[config.mk]
export PLATFORM = sky130hd
export DESIGN_NAME = line_follow_ctrl
export DESIGN_NICKNAME = d
export VERILOG_FILES = /design/src/rtl/line_follow_pkg.sv /design/src/rtl/line_follow_ctrl_debounce.sv /design/src/rtl/line_follow_ctrl.sv
export SDC_FILE = /design/constraint.sdc
export NUM_CORES = 1
export LEC_CHECK = 0
export ABC_CLOCK_PERIOD_IN_PS = 5100
export CAP_MARGIN = 20
export CORE_ASPECT_RATIO = 0.7
export CORE_MARGIN = 2
export CORE_UTILIZATION = 64
export CTS_BUF_LIST = sky130_fd_sc_hd__clkbuf_8
export DETAILED_ROUTE_END_ITERATION = 12
export GPL_TIMING_DRIVEN = 1
export PLACE_DENSITY_LB_ADDON = 0.1
export SYNTH_ARGS = -nofsm -noshare
export SYNTH_HDL_FRONTEND = slang
export SYNTH_SLANG_ARGS = --single-unit
[constraint.sdc]
create_clock -name clk -period 5.1 [get_ports clk]
set_clock_uncertainty 0.15 [all_clocks]
set_input_delay 1.02 -clock clk [delete_from_list [all_inputs] [get_ports clk]]
set_output_delay 1.02 -clock clk [all_outputs]
set_load 0.1 [all_outputs]
[src/rtl/line_follow_pkg.sv]
// rtl/line_follow_pkg.sv - shared tracker codes, FSM states and drive types for the line follower
// Purpose: definitions shared by track_debounce, line_follow_ctrl and the tracker-sensor block.
// Ports: none (package).
package line_follow_pkg;

    localparam int SPD_W = 10;

    // Tracker codes, as produced by the tracker-sensor block
    localparam logic [2:0] TRK_TURN_LEFT   = 3'b000;
    localparam logic [2:0] TRK_TURN_RIGHT  = 3'b001;
    localparam logic [2:0] TRK_STRAIGHT    = 3'b010;
    localparam logic [2:0] TRK_LOST        = 3'b011;
    localparam logic [2:0] TRK_SHARP_LEFT  = 3'b100;
    localparam logic [2:0] TRK_SHARP_RIGHT = 3'b101;

    // FSM states; the encoding is visible on the mode output
    typedef enum logic [2:0] {
        ST_IDLE   = 3'b000,
        ST_FOLLOW = 3'b001,
        ST_HOLD   = 3'b010,
        ST_SEARCH = 3'b011,
        ST_HALT   = 3'b100
    } fsm_state_t;

    typedef struct packed {
        logic [SPD_W-1:0] spd;
        logic             dir;   // 1 = forward
    } wheel_t;

    typedef struct packed {
        wheel_t l;
        wheel_t r;
    } drive_t;

    // Unused codes 110/111 behave as go_straight
    function automatic logic [2:0] normalize_code(input logic [2:0] code);
        if (code == 3'b110 || code == 3'b111) begin
            return TRK_STRAIGHT;
        end
        return code;
    endfunction

    // Move cur toward tgt by at most step, landing exactly on tgt
    function automatic logic [SPD_W-1:0] slew(input logic [SPD_W-1:0] cur,
                                              input logic [SPD_W-1:0] tgt,
                                              input logic [SPD_W-1:0] step);
        if (cur < tgt) begin
            return ((tgt - cur) > step) ? cur + step : tgt;
        end else if (cur > tgt) begin
            return ((cur - tgt) > step) ? cur - step : tgt;
        end
        return cur;
    endfunction

endpackage

[src/rtl/line_follow_ctrl_debounce.sv]
// rtl/line_follow_ctrl_debounce.sv - tracker state debouncer (module track_debounce)
// Purpose: accept a raw tracker code only after DEBOUNCE identical consecutive samples.
// Ports: clk, reset (sync, active-high); track_state raw code in;
//        stable_state accepted code out; update pulses on each cycle a code is accepted.
// DEBOUNCE must be at least 2.
import line_follow_pkg::*;

module track_debounce #(
    parameter int DEBOUNCE = 4
) (
    input  logic       clk,
    input  logic       reset,
    input  logic [2:0] track_state,
    output logic [2:0] stable_state,
    output logic       update
);

    localparam int CW = (DEBOUNCE > 2) ? $clog2(DEBOUNCE) : 1;
    localparam logic [CW-1:0] CNT_LAST = CW'(DEBOUNCE - 1);
    localparam logic [CW-1:0] CNT_ARM  = CW'(DEBOUNCE - 2);

    logic [2:0]    prev_raw;
    logic [CW-1:0] count;

    always_ff @(posedge clk) begin
        if (reset) begin
            prev_raw     <= TRK_LOST;
            count        <= '0;
            stable_state <= TRK_LOST;
            update       <= 1'b0;
        end else begin
            prev_raw <= track_state;
            update   <= 1'b0;
            if (track_state != prev_raw) begin
                count <= '0;
            end else begin
                if (count != CNT_LAST) begin
                    count <= count + 1'b1;
                end
                // The count lands on DEBOUNCE-1 now, or is already saturated there
                if (count == CNT_ARM || count == CNT_LAST) begin
                    stable_state <= normalize_code(track_state);
                    update       <= 1'b1;
                end
            end
        end
    end

endmodule

[src/rtl/line_follow_ctrl.sv]
// rtl/line_follow_ctrl.sv - line-follower motion controller (top)
// Purpose: debounce tracker state, steer the two wheels, recover on line loss (hold, search, halt).
// Ports: clk, reset (sync, active-high); enable run request; track_state raw tracker code;
//        left_speed/right_speed 10-bit duty; left_dir/right_dir (1 = forward); mode FSM state.
// Option: SPEED_RAMP_EN slews speed outputs by RAMP_STEP per cycle, ramping through 0 on reversal.
import line_follow_pkg::*;

module line_follow_ctrl #(
    parameter int DEBOUNCE       = 4,
    parameter int LOST_HOLD      = 1000,
    parameter int SEARCH_TIMEOUT = 50000,
    parameter int SPD_FAST       = 700,
    parameter int SPD_SLOW       = 400,
    parameter int SPD_SEARCH     = 500,
    parameter int RAMP_STEP      = 8
) (
    input  logic             clk,
    input  logic             reset,
    input  logic             enable,
    input  logic [2:0]       track_state,
    output logic [SPD_W-1:0] left_speed,
    output logic [SPD_W-1:0] right_speed,
    output logic             left_dir,
    output logic             right_dir,
    output logic [2:0]       mode
);

`ifdef SPEED_RAMP_EN
    localparam logic             RAMP_ON = 1'b1;
    localparam logic [SPD_W-1:0] STEP    = SPD_W'(RAMP_STEP);
`else
    // Full-scale step: every slew lands on its target in a single cycle
    localparam logic             RAMP_ON = 1'b0;
    localparam logic [SPD_W-1:0] STEP    = {SPD_W{1'b1}} | SPD_W'(RAMP_STEP);
`endif

    localparam int PH_MAX = (LOST_HOLD > SEARCH_TIMEOUT) ? LOST_HOLD : SEARCH_TIMEOUT;
    localparam int PW     = (PH_MAX > 2) ? $clog2(PH_MAX) : 1;
    localparam logic [PW-1:0] HOLD_LAST   = PW'(LOST_HOLD - 1);
    localparam logic [PW-1:0] SEARCH_LAST = PW'(SEARCH_TIMEOUT - 1);

    localparam logic [SPD_W-1:0] FAST   = SPD_W'(SPD_FAST);
    localparam logic [SPD_W-1:0] SLOW   = SPD_W'(SPD_SLOW);
    localparam logic [SPD_W-1:0] SEARCH = SPD_W'(SPD_SEARCH);

    localparam drive_t DRIVE_STOP = '{l: '{spd: '0, dir: 1'b1}, r: '{spd: '0, dir: 1'b1}};

    logic [2:0]    stable_state;
    logic          stable_update;
    fsm_state_t    state;
    logic [PW-1:0] phase;
    logic          last_side;     // 0 = line last seen on the left
    drive_t        tgt;
    wheel_t        left_w;
    wheel_t        right_w;
    logic          line_lost;

    track_debounce #(
        .DEBOUNCE(DEBOUNCE)
    ) u_debounce (
        .clk         (clk),
        .reset       (reset),
        .track_state (track_state),
        .stable_state(stable_state),
        .update      (stable_update)
    );

    assign line_lost = (stable_state == TRK_LOST);

    function automatic drive_t follow_targets(input logic [2:0] code);
        drive_t d;
        d.l.spd = FAST;
        d.l.dir = 1'b1;
        d.r.spd = FAST;
        d.r.dir = 1'b1;
        case (code)
            TRK_TURN_LEFT:   d.l.spd = SLOW;
            TRK_TURN_RIGHT:  d.r.spd = SLOW;
            TRK_SHARP_LEFT: begin
                d.l.spd = SLOW;
                d.l.dir = 1'b0;
            end
            TRK_SHARP_RIGHT: begin
                d.r.spd = SLOW;
                d.r.dir = 1'b0;
            end
            default: ;
        endcase
        return d;
    endfunction

    // Spin in place toward the side the line was last seen on
    function automatic drive_t search_targets(input logic side);
        drive_t d;
        d.l.spd = SEARCH;
        d.r.spd = SEARCH;
        d.l.dir = side;
        d.r.dir = ~side;
        return d;
    endfunction

    // A wheel never flips direction while moving when ramping is enabled
    function automatic wheel_t wheel_step(input wheel_t cur, input wheel_t want);
        wheel_t nxt;
        nxt = cur;
        if (RAMP_ON && (cur.dir != want.dir)) begin
            if (cur.spd == '0) begin
                nxt.dir = want.dir;
            end else begin
                nxt.spd = slew(cur.spd, '0, STEP);
            end
        end else begin
            nxt.dir = want.dir;
            nxt.spd = slew(cur.spd, want.spd, STEP);
        end
        return nxt;
    endfunction

    // State, phase counter and targets are registered together, so the
    // targets always describe the state being entered or held.
    always_ff @(posedge clk) begin
        if (reset) begin
            state     <= ST_IDLE;
            phase     <= '0;
            last_side <= 1'b0;
            tgt       <= DRIVE_STOP;
        end else begin
            if (stable_update) begin
                case (stable_state)
                    TRK_TURN_LEFT,  TRK_SHARP_LEFT:  last_side <= 1'b0;
                    TRK_TURN_RIGHT, TRK_SHARP_RIGHT: last_side <= 1'b1;
                    default: ;
                endcase
            end

            if (!enable) begin
                state <= ST_IDLE;
                phase <= '0;
                tgt   <= DRIVE_STOP;
            end else begin
                case (state)
                    ST_IDLE: begin
                        if (!line_lost) begin
                            state <= ST_FOLLOW;
                            phase <= '0;
                            tgt   <= follow_targets(stable_state);
                        end else begin
                            tgt <= DRIVE_STOP;
                        end
                    end
                    ST_FOLLOW: begin
                        if (line_lost) begin
                            // Keep steering as last commanded while the line is briefly gone
                            state <= ST_HOLD;
                            phase <= '0;
                        end else begin
                            tgt <= follow_targets(stable_state);
                        end
                    end
                    ST_HOLD: begin
                        if (!line_lost) begin
                            state <= ST_FOLLOW;
                            phase <= '0;
                            tgt   <= follow_targets(stable_state);
                        end else if (phase == HOLD_LAST) begin
                            state <= ST_SEARCH;
                            phase <= '0;
                            tgt   <= search_targets(last_side);
                        end else begin
                            phase <= phase + 1'b1;
                        end
                    end
                    ST_SEARCH: begin
                        if (!line_lost) begin
                            state <= ST_FOLLOW;
                            phase <= '0;
                            tgt   <= follow_targets(stable_state);
                        end else if (phase == SEARCH_LAST) begin
                            state <= ST_HALT;
                            phase <= '0;
                            tgt   <= DRIVE_STOP;
                        end else begin
                            phase <= phase + 1'b1;
                            tgt   <= search_targets(last_side);
                        end
                    end
                    ST_HALT: begin
                        // Only dropping enable leaves HALT
                        tgt <= DRIVE_STOP;
                    end
                    default: begin
                        state <= ST_IDLE;
                        phase <= '0;
                        tgt   <= DRIVE_STOP;
                    end
                endcase
            end
        end
    end

    always_ff @(posedge clk) begin
        if (reset) begin
            left_w  <= DRIVE_STOP.l;
            right_w <= DRIVE_STOP.r;
            mode    <= ST_IDLE;
        end else begin
            left_w  <= wheel_step(left_w, tgt.l);
            right_w <= wheel_step(right_w, tgt.r);
            mode    <= state;
        end
    end

    assign left_speed  = left_w.spd;
    assign left_dir    = left_w.dir;
    assign right_speed = right_w.spd;
    assign right_dir   = right_w.dir;

endmodule

==> impl_metrics.json <==
{
  "ant_nets": 0,
  "status": "finished clean",
  "wl_per_cell_microns": 14.2,
  "clock.fmax_mhz": 327,
  "fin_ws_ns": 2.04,
  "cts_num_sinks": 64,
  "die_area_sq_um": 5840,
  "clk_path_buf_depth": 2,
  "vias_per_cell": 5.67,
  "r2r_setup_slack_ns": 2.23,
  "yosys-top-cells-area": "dfxtp_1, ha_1, nor2_1",
  "synth_flop_cell": "dfxtp_1",
  "synth_edf_count": 0,
  "critPathLaunch": "left_speed[8]",
  "io_pins": 31,
  "post-dp-hpwl_mm": 4.70,
  "overflow": 0,
  "rsz0062_at_grt": "false",
  "cts_htree_levels": 3,
  "grt_use_total": 0.248,
  "synth.distinct_cells": 57,
  "peakVddDrop_v": 0.000184,
  "drc": 0,
  "drt-initial-drc-count": 188,
  "vias": 2629,
  "synth.avg_cell_area_sq_um": 9.28,
  "start_util": 0.682,
  "post-cts-setup-buffer-count": 0,
  "portBuffers": 30,
  "cts_tree": "done",
  "synth_fp_nets": 402,
  "cp_cell_sequence": "clkdlybuf4s50_1",
  "final_util": 0.791,
  "leakage_uw": 0.00138,
  "slew_headroom": 0.351,
  "antenna_cells": 0,
  "synthArstFlopShare": 0,
  "min_from": "left_speed[0]",
  "crit_arrival_ns": 1.89,
  "nets": 431,
  "worstPathRequired_ns": 3.93,
  "period_share": 0.600,
  "pre_cts_slack_ns": 1.80,
  "insertion_delay_ns": 0.34,
  "drt_pre_antenna_iters": 5,
  "grt_pass1_wl_mm": 11.6,
  "area_growth_pct": 16.1,
  "synth_largest_area_cell": "dfxtp_1",
  "tightestPinTransition_ns": 0.971,
  "synth_seq_cells": 64,
  "syn_inst": 361,
  "tns_ns": 0,
  "final_cell_mix": "dfxtp_1, nor2_1, ha_1",
  "gp_congestion": 0.893,
  "clk_pin_slew_worst_paths_ns": 0.07,
  "layout-drive-gt1-share": 0.0987,
  "yosysSeqAreaShare": 0.382,
  "setup_viol": 0,
  "maxSlewViolCount": 0,
  "final_common_cell": "dfxtp_1",
  "cp_top_family": "buffers and inverters",
  "period_minus_slack_ns": 3.06,
  "end_kind": "primary output",
  "worst_path_max_delay_cell": "clkdlybuf4s50_1",
  "grt_max_degree": 37,
  "cts-resized-gates": 0,
  "r2r-start": "tgt[19]",
  "finalHoldViolCount": 0,
  "maxCapViolations": 0,
  "grt_pass1_vias": 2461,
  "yosysWarnings": 0,
  "rows": 21,
  "cp-start-kind": "flop",
  "numCtsBuffers": 9,
  "die-height_microns": 64.5,
  "slowest_delay_ns": 1.16,
  "antenna_found_initial": 0,
  "powerDensity_nw_per_um2": 237,
  "yosysTopAreaCellShare": 0.382,
  "critical_path_buf_inv_count": 1,
  "cts_root_buf": "clkbuf_8",
  "crit_type": "flop to primary output",
  "min_path_type": "flop to flop",
  "coreArea_sq_um": 4910,
  "syn_area_sq_um": 3350,
  "cts_hold_buf": 0,
  "cp_max_fo": 4,
  "die_w_microns": 90.5,
  "drt-total-wl_mm": 6.57
}
## state kept, by name, indices dropped and copies added, names as in the netlist
register and flops:
u_debounce.count 2, left_speed 10, tgt 10, right_speed 10, mode 3, last_side 1, u_debounce.stable_state 3, phase 16
u_debounce.prev_raw 3, left_dir 1, u_debounce.update 1, state 3, right_dir 1
## cells in the mapped netlist, types with 7 or more instances
cell and count:
nor3_1 12, nand3_1 7, nand4_1 7, a21oi_1 8
mux2i_1 16, clkbuf_1 10, dfxtp_1 64, nor4_1 11
nor2b_1 7, xnor2_1 10, ha_1 33, nand2_1 19
nor2_1 46, inv_1 31
## report_power, final
| group | total (uW) | switching (uW) | leakage [uW] | internal [uW] |
|---|---|---|---|---|
| Sequential | 502 | 0.972 | 0.000516 | 501 |
| Clock | 397 | 185 | 0.000103 | 212 |
| Combinational | 23.2 | 14.2 | 0.000764 | 9.07 |
## cells by family (layout without fill, tap and decap cells)
family / Yosys count / after routing / synth area share
xor+xnor: 14 / 14 / 0.0366
mux: 16 / 16 / 0.0478
flops: 64 / 64 / 0.382
simple gates: 143 / 143 / 0.236
compound gates: 43 / 43 / 0.106
fa+ha+maj: 35 / 35 / 0.135
buf+inv: 46 / 80 / 0.0553
## per-stage QoR
stage                     hold WS (ns)  cells  cell area, sq um  total power (uW)
final                            0.323    464              3890               923
after global routing             0.343    464              3890               961
after CTS                        0.320    463              3880               932
after detailed placement         0.299    447              3700               537
after global placement           0.295    447              3700               537
after floorplan                  0.268    361              3350               528
## final cells by class
cell class / count / area, sq um
Timing Repair Buffer: 33 / 323
Fill cell: 334 / 1020
Sequential cell: 64 / 1280
Clock inverter: 4 / 18.8
Inverter: 31 / 116
Tap cell: 69 / 86.3
Multi-Input combinational cell: 251 / 1900
Clock buffer: 12 / 165
## metal layers
layer,GRT usage,up-vias,part of all wire
li1,-,1290,-
met1,0.349,1229,0.51
met2,0.367,95,0.40
met3,0.0663,15,0.069
met4,0.0923,0,0.017
met5,0,-,0
## path summary, 6_finish.rpt
path | endpoint | depth (start not counted)
worst max-delay path | left_speed[8] | 1
worst min-delay path | left_speed[0] | 2
worst max register to register | left_speed[2] | 7
worst min register to register | left_speed[0] | 2
Power figures use the tool's default switching activity.
